**config.mk**
```make
export PLATFORM = sky130hd
export DESIGN_NAME = maple_tx_framer_flat
export DESIGN_NICKNAME = d
export VERILOG_FILES = /design/src/rtl/maple_tx_framer_if.sv /design/src/rtl/maple_tx_framer.sv /design/src/flat_wrapper.sv
export SDC_FILE = /design/constraint.sdc
export NUM_CORES = 1
export LEC_CHECK = 0
export BUFFER_PORTS_ARGS = -buffer_cell sky130_fd_sc_hd__buf_2
export CAP_MARGIN = 10
export CORE_MARGIN = 2
export CORE_UTILIZATION = 56
export CTS_CLUSTER_DIAMETER = 150
export DETAILED_ROUTE_END_ITERATION = 7
export PLACE_DENSITY = 0.89
export SYNTH_ARGS = -nofsm -noshare
export SYNTH_HDL_FRONTEND = slang
export SYNTH_SLANG_ARGS = --single-unit
```
**constraint.sdc**
```tcl
create_clock -name clk -period 3.2 [get_ports clk]
set_input_delay 0.16 -clock clk [delete_from_list [all_inputs] [get_ports clk]]
set_output_delay 0.16 -clock clk [all_outputs]
set_load 0.005 [all_outputs]
```
**src/rtl/maple_tx_framer_if.sv**
```systemverilog
// maple_tx_framer_if: host word feed and encoder byte interface of the Maple TX framer
interface maple_tx_framer_if;
  logic        start;
  logic [31:0] header;
  logic [31:0] word_data;
  logic        word_valid;
  logic        word_ready;
  logic        enc_enable;
  logic [7:0]  data;
  logic        empty;
  logic        next;
  logic        enc_done;
  logic        busy;
  logic        frame_done;
  logic        err;
  modport master (
    output start, header, word_data, word_valid, next, enc_done,
    input  word_ready, enc_enable, data, empty, busy, frame_done, err
  );
  modport slave (
    input  start, header, word_data, word_valid, next, enc_done,
    output word_ready, enc_enable, data, empty, busy, frame_done, err
  );
endinterface

```
**src/rtl/maple_tx_framer.sv**
```systemverilog
// maple_tx_framer: serialises header + payload words into bytes for the Maple encoder.
// Define MAPLE_TX_CRC_EN to append the XOR CRC byte after the payload.
module maple_tx_framer #(
  parameter int MAX_WORDS = 255
) (
  input logic clk,
  input logic reset,
  maple_tx_framer_if.slave bus
);
  typedef enum logic [2:0] {
    IDLE,
    HDR,
    PAY,
`ifdef MAPLE_TX_CRC_EN
    CRC,
`endif
    WAIT_DONE
  } state_t;
  state_t      r_state;
  logic [31:0] r_hdr;
  logic [31:0] r_hold;
  logic        r_hold_v;
  logic [1:0]  r_byte_cnt;
  logic [7:0]  r_word_cnt;
  logic [7:0]  r_fetch_cnt;
  logic [7:0]  r_data;
  logic        r_empty;
  logic        r_enc_enable;
  logic        r_busy;
  logic        r_frame_done;
  logic        r_err;
`ifdef MAPLE_TX_CRC_EN
  logic [7:0]  r_crc;
`endif
  logic [7:0]  w_len;
  logic        w_word_ready;
  logic        w_take;
  logic        w_hold_v;
  logic [31:0] w_hold;
  logic        w_adv;
  state_t      w_end_state;
  logic [7:0]  w_end_data;
  logic        w_end_empty;
  function automatic logic [7:0] sel(input logic [31:0] w, input logic [1:0] b);
    return w[{b, 3'b000} +: 8];
  endfunction
  assign w_len = r_hdr[7:0];
  // the holding register is released once its last byte moves into r_data, so the next word can prefetch
  assign w_word_ready = (r_state == HDR || r_state == PAY) && !r_hold_v && (r_fetch_cnt != w_len);
  assign w_take   = bus.word_valid && w_word_ready;
  assign w_hold_v = r_hold_v || w_take;
  assign w_hold   = r_hold_v ? r_hold : bus.word_data;
  assign w_adv    = bus.next && !r_empty;
`ifdef MAPLE_TX_CRC_EN
  assign w_end_state = CRC;
  assign w_end_data  = r_crc ^ r_data;
  assign w_end_empty = 1'b0;
`else
  assign w_end_state = WAIT_DONE;
  assign w_end_data  = r_data;
  assign w_end_empty = 1'b1;
`endif
  always_ff @(posedge clk) begin
    if (reset) begin
      r_state      <= IDLE;
      r_hdr        <= '0;
      r_hold       <= '0;
      r_hold_v     <= 1'b0;
      r_byte_cnt   <= '0;
      r_word_cnt   <= '0;
      r_fetch_cnt  <= '0;
      r_data       <= '0;
      r_empty      <= 1'b1;
      r_enc_enable <= 1'b0;
      r_busy       <= 1'b0;
      r_frame_done <= 1'b0;
      r_err        <= 1'b0;
`ifdef MAPLE_TX_CRC_EN
      r_crc        <= '0;
`endif
    end else begin
      r_enc_enable <= 1'b0;
      r_frame_done <= 1'b0;
      r_err        <= 1'b0;
      if (w_take) begin
        r_hold      <= bus.word_data;
        r_hold_v    <= 1'b1;
        r_fetch_cnt <= r_fetch_cnt + 8'd1;
      end
`ifdef MAPLE_TX_CRC_EN
      if (w_adv) r_crc <= r_crc ^ r_data;
`endif
      case (r_state)
        IDLE: if (bus.start) begin
          if (int'(bus.header[7:0]) > MAX_WORDS) r_err <= 1'b1;
          else begin
            r_hdr        <= bus.header;
            r_data       <= bus.header[7:0];
            r_empty      <= 1'b0;
            r_byte_cnt   <= '0;
            r_word_cnt   <= '0;
            r_fetch_cnt  <= '0;
            r_hold_v     <= 1'b0;
            r_enc_enable <= 1'b1;
            r_busy       <= 1'b1;
            r_state      <= HDR;
`ifdef MAPLE_TX_CRC_EN
            r_crc        <= '0;
`endif
          end
        end
        HDR: if (w_adv) begin
          if (r_byte_cnt == 2'd3) begin
            r_byte_cnt <= '0;
            if (w_len != 8'd0) begin
              r_state <= PAY;
              r_data  <= w_hold_v ? w_hold[7:0] : r_data;
              r_empty <= !w_hold_v;
            end else begin
              r_state <= w_end_state;
              r_data  <= w_end_data;
              r_empty <= w_end_empty;
            end
          end else begin
            r_byte_cnt <= r_byte_cnt + 2'd1;
            r_data     <= sel(r_hdr, r_byte_cnt + 2'd1);
          end
        end
        PAY: if (w_adv) begin
          if (r_byte_cnt == 2'd3) begin
            r_byte_cnt <= '0;
            r_word_cnt <= r_word_cnt + 8'd1;
            if (r_word_cnt + 8'd1 == w_len) begin
              r_state <= w_end_state;
              r_data  <= w_end_data;
              r_empty <= w_end_empty;
            end else begin
              r_data  <= w_hold_v ? w_hold[7:0] : r_data;
              r_empty <= !w_hold_v;
            end
          end else begin
            r_byte_cnt <= r_byte_cnt + 2'd1;
            r_data     <= sel(r_hold, r_byte_cnt + 2'd1);
            if (r_byte_cnt == 2'd2) r_hold_v <= 1'b0;
          end
        end else if (r_empty && w_hold_v) begin
          r_data  <= w_hold[7:0];
          r_empty <= 1'b0;
        end
`ifdef MAPLE_TX_CRC_EN
        CRC: if (w_adv) begin
          r_empty <= 1'b1;
          r_state <= WAIT_DONE;
        end
`endif
        WAIT_DONE: if (bus.enc_done) begin
          r_frame_done <= 1'b1;
          r_busy       <= 1'b0;
          r_state      <= IDLE;
        end
        default: r_state <= IDLE;
      endcase
      // encoder finished early: it hit an empty byte boundary, so the frame is lost
      if (bus.enc_done && r_state != IDLE && r_state != WAIT_DONE) begin
        r_err    <= 1'b1;
        r_state  <= IDLE;
        r_empty  <= 1'b1;
        r_busy   <= 1'b0;
        r_hold_v <= 1'b0;
      end
    end
  end
  assign bus.word_ready = w_word_ready;
  assign bus.enc_enable = r_enc_enable;
  assign bus.data       = r_data;
  assign bus.empty      = r_empty;
  assign bus.busy       = r_busy;
  assign bus.frame_done = r_frame_done;
  assign bus.err        = r_err;
endmodule

```
**src/flat_wrapper.sv**
```systemverilog
// flat-port wrapper written by rule: the top's interface ports become plain ports
module maple_tx_framer_flat 
#(
  parameter int MAX_WORDS = 255
)
  (clk, reset, bus_start, bus_header, bus_word_data, bus_word_valid, bus_next, bus_enc_done, bus_word_ready, bus_enc_enable, bus_data, bus_empty, bus_busy, bus_frame_done, bus_err);
  maple_tx_framer_if bus_i ();
  input logic clk;
  input logic reset;
  input wire logic [$bits(bus_i.start)-1:0] bus_start;
  input wire logic [$bits(bus_i.header)-1:0] bus_header;
  input wire logic [$bits(bus_i.word_data)-1:0] bus_word_data;
  input wire logic [$bits(bus_i.word_valid)-1:0] bus_word_valid;
  input wire logic [$bits(bus_i.next)-1:0] bus_next;
  input wire logic [$bits(bus_i.enc_done)-1:0] bus_enc_done;
  output wire logic [$bits(bus_i.word_ready)-1:0] bus_word_ready;
  output wire logic [$bits(bus_i.enc_enable)-1:0] bus_enc_enable;
  output wire logic [$bits(bus_i.data)-1:0] bus_data;
  output wire logic [$bits(bus_i.empty)-1:0] bus_empty;
  output wire logic [$bits(bus_i.busy)-1:0] bus_busy;
  output wire logic [$bits(bus_i.frame_done)-1:0] bus_frame_done;
  output wire logic [$bits(bus_i.err)-1:0] bus_err;
  assign bus_i.start = bus_start;
  assign bus_i.header = bus_header;
  assign bus_i.word_data = bus_word_data;
  assign bus_i.word_valid = bus_word_valid;
  assign bus_i.next = bus_next;
  assign bus_i.enc_done = bus_enc_done;
  assign bus_word_ready = bus_i.word_ready;
  assign bus_enc_enable = bus_i.enc_enable;
  assign bus_data = bus_i.data;
  assign bus_empty = bus_i.empty;
  assign bus_busy = bus_i.busy;
  assign bus_frame_done = bus_i.frame_done;
  assign bus_err = bus_i.err;
  maple_tx_framer #(.MAX_WORDS(MAX_WORDS)) u_core (.clk(clk), .reset(reset), .bus(bus_i));
endmodule
```
Word level (Yosys, flattened, before mapping)
Index checks and enable logic that the tools add are counted.

Register bits after elaboration: 99. Input bits: 70. Output and inout port bits: 14. Word-level logic and storage cells: 122.

Add/subtract/negate cells: 3. Equality and inequality tests: 20. Shifts and indexed selects: 2. Mux-type cells: 52. Bitwise logic cells: 2. Reduce and logical (&&, ||, !) cells: 30.

Operators by type and width (number): $mux 8 (16); $shiftx 32x6->8 (2); $pmux 8 s3 (1); $mux 3 (7); $mux 1 (19); $add 8x1->8 const B (2); $pmux 8 s2 (1); $pmux 3 s4 (1); $reduce_and 6->1 (2); $ne 2x2->1 const B (5); $eq 8x8->1 (1); $ne 8x8->1 (1); $reduce_bool 8->1 (1); $reduce_or 2->1 (4); $logic_and 1x1->1 (7); $reduce_and 7->1 (1); $eq 3x2->1 const B (2); $mux 2 (3); $ne 2x1->1 const B (3); $ne 3x2->1 const B (2); $ne 3x3->1 const B (2); $reduce_and 3->1 (2); $reduce_bool 2->1 (3); $reduce_bool 3->1 (2); other kinds (13) (19).

Longest topological paths before layout
Depth in word-level cells: 11. Depth in mapped cells: 12.

Least setup slack after synthesis
Ideal clock, no wire load.

Path type: flip-flop to flip-flop. Start: register u_core.r_byte_cnt[0]. End: register u_core.r_data[1] (netlist: u_core.bus.data[1]). Arrival time: 2.708 ns. Required time: 3.061 ns. Slack: 0.353 ns. Stages on the path, launching flop included: 12. Period minus slack after synthesis: 2.847 ns. Path through: dfxtp_1 buf_2 inv_1 ha_1 clkbuf_1 clkbuf_1 buf_2 mux4_2 nand2_1 nand4_1 a221oi_1 o32ai_1.

Word-level cells in the longest chain between the ends: 5.

Ends and longest elaborated chain: from (decl) (RTL line maple_tx_framer.sv:23) `logic [1:0] r_byte_cnt;`; from (signal assigned) (RTL line maple_tx_framer.sv:125) `r_byte_cnt <= r_byte_cnt + 2'd1;`; from (signal assigned) (RTL line maple_tx_framer.sv:142) `r_byte_cnt <= r_byte_cnt + 2'd1;`; $add 2x1->2 (RTL line maple_tx_framer.sv:126, maple_tx_framer.sv:143); $shiftx 32x6->8 (RTL line maple_tx_framer.sv:45) `return w[{b, 3'b000} +: 8];`; $mux 8, on equally long branches (RTL line maple_tx_framer.sv:130, maple_tx_framer.sv:113); $mux 8, on equally long branches (RTL line maple_tx_framer.sv:129, maple_tx_framer.sv:112); $pmux 8 s3 (RTL line maple_tx_framer.sv:93) `case (r_state)`; to (signal assigned) (RTL line maple_tx_framer.sv:98) `r_data <= bus.header[7:0];`; to (signal assigned) (RTL line maple_tx_framer.sv:135) `r_data <= w_end_data;`; to (signal assigned) (RTL line maple_tx_framer.sv:138) `r_data <= w_hold_v ? w_hold[7:0] : r_data;`; to (decl) (RTL line maple_tx_framer.sv:26) `logic [7:0] r_data;`.

Parallel ways exist; a longest one is shown, timed or not. The select of a mux whose other input is x is not followed. A chain may end at the register's enable or synchronous reset.

Final worst setup path
Start: register u_core.r_state[1]. End: register u_core.r_data[5] (netlist: u_core.bus.data[5]).

Word-level cells in the longest chain between the ends: 11.

Ends and longest elaborated chain: from (decl) (RTL line maple_tx_framer.sv:19) `state_t r_state;`; from (signal assigned) (RTL line maple_tx_framer.sv:120) `r_state <= w_end_state;`; from (signal assigned) (RTL line maple_tx_framer.sv:134) `r_state <= w_end_state;`; $eq 3x1->1 / $eq 3x2->1 (equally long branches) (RTL line maple_tx_framer.sv:49, maple_tx_framer.sv:93); $logic_or 1x1->1 (RTL line maple_tx_framer.sv:49) `assign w_word_ready = (r_state == HDR || r_state == PAY) && !r_hold_v && (r_fetch_cnt != w_len);`; $logic_and 1x1->1 (2 in series) (RTL line maple_tx_framer.sv:49); $logic_and 1x1->1 (RTL line maple_tx_framer.sv:50) `assign w_take = bus.word_valid && w_word_ready;`; $logic_or 1x1->1 (RTL line maple_tx_framer.sv:51) `assign w_hold_v = r_hold_v || w_take;`; $mux 8; $mux 8, on equally long branches (3 in series); $pmux 8 s3 (RTL line maple_tx_framer.sv:93); to (signal assigned) (RTL line maple_tx_framer.sv:98); to (signal assigned) (RTL line maple_tx_framer.sv:117) `r_data <= w_hold_v ? w_hold[7:0] : r_data;`; to (signal assigned) (RTL line maple_tx_framer.sv:121) `r_data <= w_end_data;`.

Parallel ways exist; a longest one is shown, timed or not. The select of a mux whose other input is x is not followed.

==> flow_metrics.env <==
export IMPL_die_y_um=98.5
export IMPL_antenna_cells=0
export IMPL_finalSetupTns_ps=0
export IMPL_ant_nets=0
export IMPL_synthFlopType="dfxtp_1"
export IMPL_grt_pass1_vias=4430
export IMPL_first_pass_iters=6
export IMPL_postCtsSetupBuffers=0
export IMPL_timing_slew_headroom=0.304
export IMPL_fill_cells=656
export IMPL_p_switching_mw=1.63
export IMPL_rsz0062_at_grt="no"
export IMPL_yosys_area_top_type_share=0.393
export IMPL_grt_use_total=0.264
export IMPL_syn_nets=619
export IMPL_yosysSeqAreaShare=0.393
export IMPL_hold_ws_ps=-5.10
export IMPL_end_kind="flip-flop"
export IMPL_crit_type="reg -> reg"
export IMPL_drtIter0Drc=449
export IMPL_cp_data_required_time_ps=3490
export IMPL_antenna_found_initial=0
export IMPL_drcViolationCount=0
export IMPL_tritoncts="done"
export IMPL_finalSetupViolCount=0
export IMPL_critPathMaxFanout=17
export IMPL_fin_util=0.683
export IMPL_grt_overflow=0
export IMPL_finClkSkew_ps=14.1
export IMPL_vdd_drop_max_mv=0.498
export IMPL_seqPwrFrac=0.397
export IMPL_clk_path_buf_depth=2
export IMPL_die_x_um=98.5
export IMPL_clkPwrFrac=0.196
export IMPL_p_per_area_nw_per_um2=698
export IMPL_finalWirelength_um=13000
export IMPL_worstMarginPinSlew_ps=1020
export IMPL_multi_input_area_um2=2820
export IMPL_intPower_mw=2.50
export IMPL_synthCells=540
export IMPL_insertion_delay_ps=390
export IMPL_die_area_um2=9700
export IMPL_area_growth_pct=18.5
export IMPL_ys_ff_latch=98
export IMPL_pin_count=84
export IMPL_synthArstFlopShare=0
export IMPL_slowest_stage="ha_1"
export IMPL_fin_ws_ps=472
export IMPL_gp_congestion=0.835
export IMPL_fin_crit_ps=2730
export IMPL_fmax_ghz=0.367
export IMPL_synth_area_leaders="dfxtp_1 (39%), mux2i_1 (8.8%), a22o_1 (5.8%), nor2_1 (5.7%), mux4_2 (4.5%)"
export IMPL_syn_avg_cell_area_um2=9.25
export IMPL_grt_pass1_wl_um=20800
export IMPL_clock_root_buffer="clkbuf_8"
export IMPL_violations="hold timing"
export IMPL_combPwrFrac=0.407
export IMPL_num_rows=34
export IMPL_final_net_count=711
export IMPL_core_area_um2=8680
export IMPL_path_cells="ha_1 -> nor3_1 -> a211oi_1 -> o21ai_0 -> a221o_1 -> or3_1 -> o32ai_1"
export IMPL_outcome="finished with violations"
export IMPL_post_cts_resized=0
export IMPL_ff_latch_area_um2=1960
export IMPL_drive_above_1_share=0.221
export IMPL_leakage_nw=2.67
export IMPL_place_ws_ps=530
export IMPL_viasPerCell=6.13
export IMPL_synth_edff_count=0
export IMPL_post_synth_top_area_cell="dfxtp_1"
export IMPL_fin_crit_sh=0.853
export IMPL_hold_viol=1
export IMPL_htreeDepth=3
export IMPL_hold_path_class="in -> reg"
export IMPL_max_cap_violations=0
export IMPL_crit_path_start_kind="flip-flop"
export IMPL_ys_types=56
export IMPL_syn_area_um2=5000
export IMPL_dp_hpwl_um=9010
export IMPL_wl_per_cell_um=17.5
export IMPL_path_buf_inv=0
export IMPL_switching_share=0.395
export IMPL_initial_core_util=0.576
export IMPL_crit_family="compound AO/OA/AOI/OAI gates"
export IMPL_io_buffers=83
export IMPL_grt_max_degree=55
export IMPL_slew_viol_final=0
export IMPL_cp_data_arrival_time_ps=3020
export IMPL_synth_warnings=0
export IMPL_path_clk_slew_ps=110
export IMPL_synthTopCellsByCount="dfxtp_1 (98), nor2_1 (76), mux2i_1 (44), nand2_1 (37), a22o_1 (33)"
export IMPL_vias=4569
export IMPL_cts_buffers=9
export IMPL_clkSinkCount=98
export IMPL_cpPeakStageDelay_ps=560
export IMPL_synth_most_common_cell="dfxtp_1"
-- state kept, by name, indices dropped and copies added, names as in the netlist, 2 cells and up --
| name | flops |
|---|---|
| u_core.r_fetch_cnt | 8 |
| u_core.r_byte_cnt | 2 |
| u_core.r_state | 2 |
| u_core.r_hold | 32 |
| u_core.r_hdr | 32 |
| u_core.bus.data | 8 |
| u_core.r_word_cnt | 8 |
-- logic make-up after synthesis --
logic type / Yosys count / share of synthesized area
buf+inv: 53 / 0.0436
mux: 67 / 0.162
xor+xnor: 26 / 0.0456
simple gates: 181 / 0.174
compound gates: 106 / 0.159
flops: 98 / 0.393
fa+ha+maj: 9 / 0.0225
-- power by group through the flow --
stage	Sequential (mW)	Clock (mW)	Combinational, mW
after global placement	1.65	0	1.56
final	1.64	0.811	1.68
after detailed placement	1.66	0	1.63
after floorplan	1.59	0	1.21
after global routing	1.66	0.858	1.83
after CTS	1.63	0.815	1.66
-- what timing repair did --
action | 4_1_cts | 5_1_grt
hold buffers | 21 | 2
setup endpoints to repair | 0 | 0
endpoints found under the hold margin | 21 | 2
-- worst register-to-register path, cell delays in order, from the launching register on --
cell and delay [ps]:
dfxtp_1 430, ha_1 560, nor3_1 130, a211oi_1 180, o21ai_0 190, a221o_1 370, or3_1 480, o32ai_1 320
-- worst paths after layout --
path / startpoint / to / slack, ps / depth (start not counted)
worst max-delay path: u_core.r_state[1]$_SDFFE_PP0P_ / u_core.bus.data[5]$_SDFFE_PP0P_ / 470 / 7
worst min-delay path: bus_header[12] / u_core.r_hdr[12]$_SDFFE_PP0P_ / -5 / 2
worst max register to register: u_core.r_state[1]$_SDFFE_PP0P_ / u_core.bus.data[5]$_SDFFE_PP0P_ / 470 / 7
worst min register to register: u_core.bus.data[2]$_SDFFE_PP0P_ / u_core.bus.data[2]$_SDFFE_PP0P_ / 480 / 2
-- per-layer routing --
metal / part of all wire / vias up / wire length (um) / global-route usage
met5: 0 / - / 0 / 0
met4: 0.031 / 0 / 409 / 0.124
met3: 0.078 / 44 / 1020 / 0.0504
met2: 0.49 / 221 / 6350 / 0.432
met1: 0.40 / 2152 / 5230 / 0.338
li1: - / 2152 / - / -
-- layout make-up --
cell class / count / area share
Clock buffer: 9 / 0.0209
Clock inverter: 7 / 0.0118
Inverter: 16 / 0.0101
Multi-Input combinational cell: 389 / 0.477
Sequential cell: 98 / 0.331
Tap cell: 108 / 0.0228
Timing Repair Buffer: 118 / 0.126
-- through the flow --
stage / std cells / cell area [um2] / total power [mW] / hold slack (ps)
final: 745 / 5920 / 4.13 / -5.10
after CTS: 743 / 5900 / 4.10 / 0.371
after global routing: 745 / 5920 / 4.35 / 1.84
after global placement: 706 / 5500 / 3.21 / 371
after floorplan: 540 / 5000 / 2.80 / 286
after detailed placement: 706 / 5500 / 3.28 / 373
-- placed cells by master, fill, tap and decap left out, types with 3 or more instances in the layout --
master	n
nor4_1	4
nand3_1	7
nor2b_1	3
dfxtp_1	98
a211oi_1	3
nand2b_1	5
a22o_1	33
nor3_1	10
a21oi_1	24
ha_1	9
nand4_1	11
clkbuf_8	9
xor2_1	18
inv_1	16
mux2i_1	44
nor4b_1	3
mux4_2	10
dlygate4sd3_1	23
and4_1	3
buf_4	11
nand3b_1	4
a221oi_1	6
o32ai_1	6
and3_1	3
buf_2	83
mux2_2	13
nand2_1	37
nor2_1	75
nor3b_1	3
xnor2_1	8
o21ai_0	9
Power figures use the tool's default switching activity.
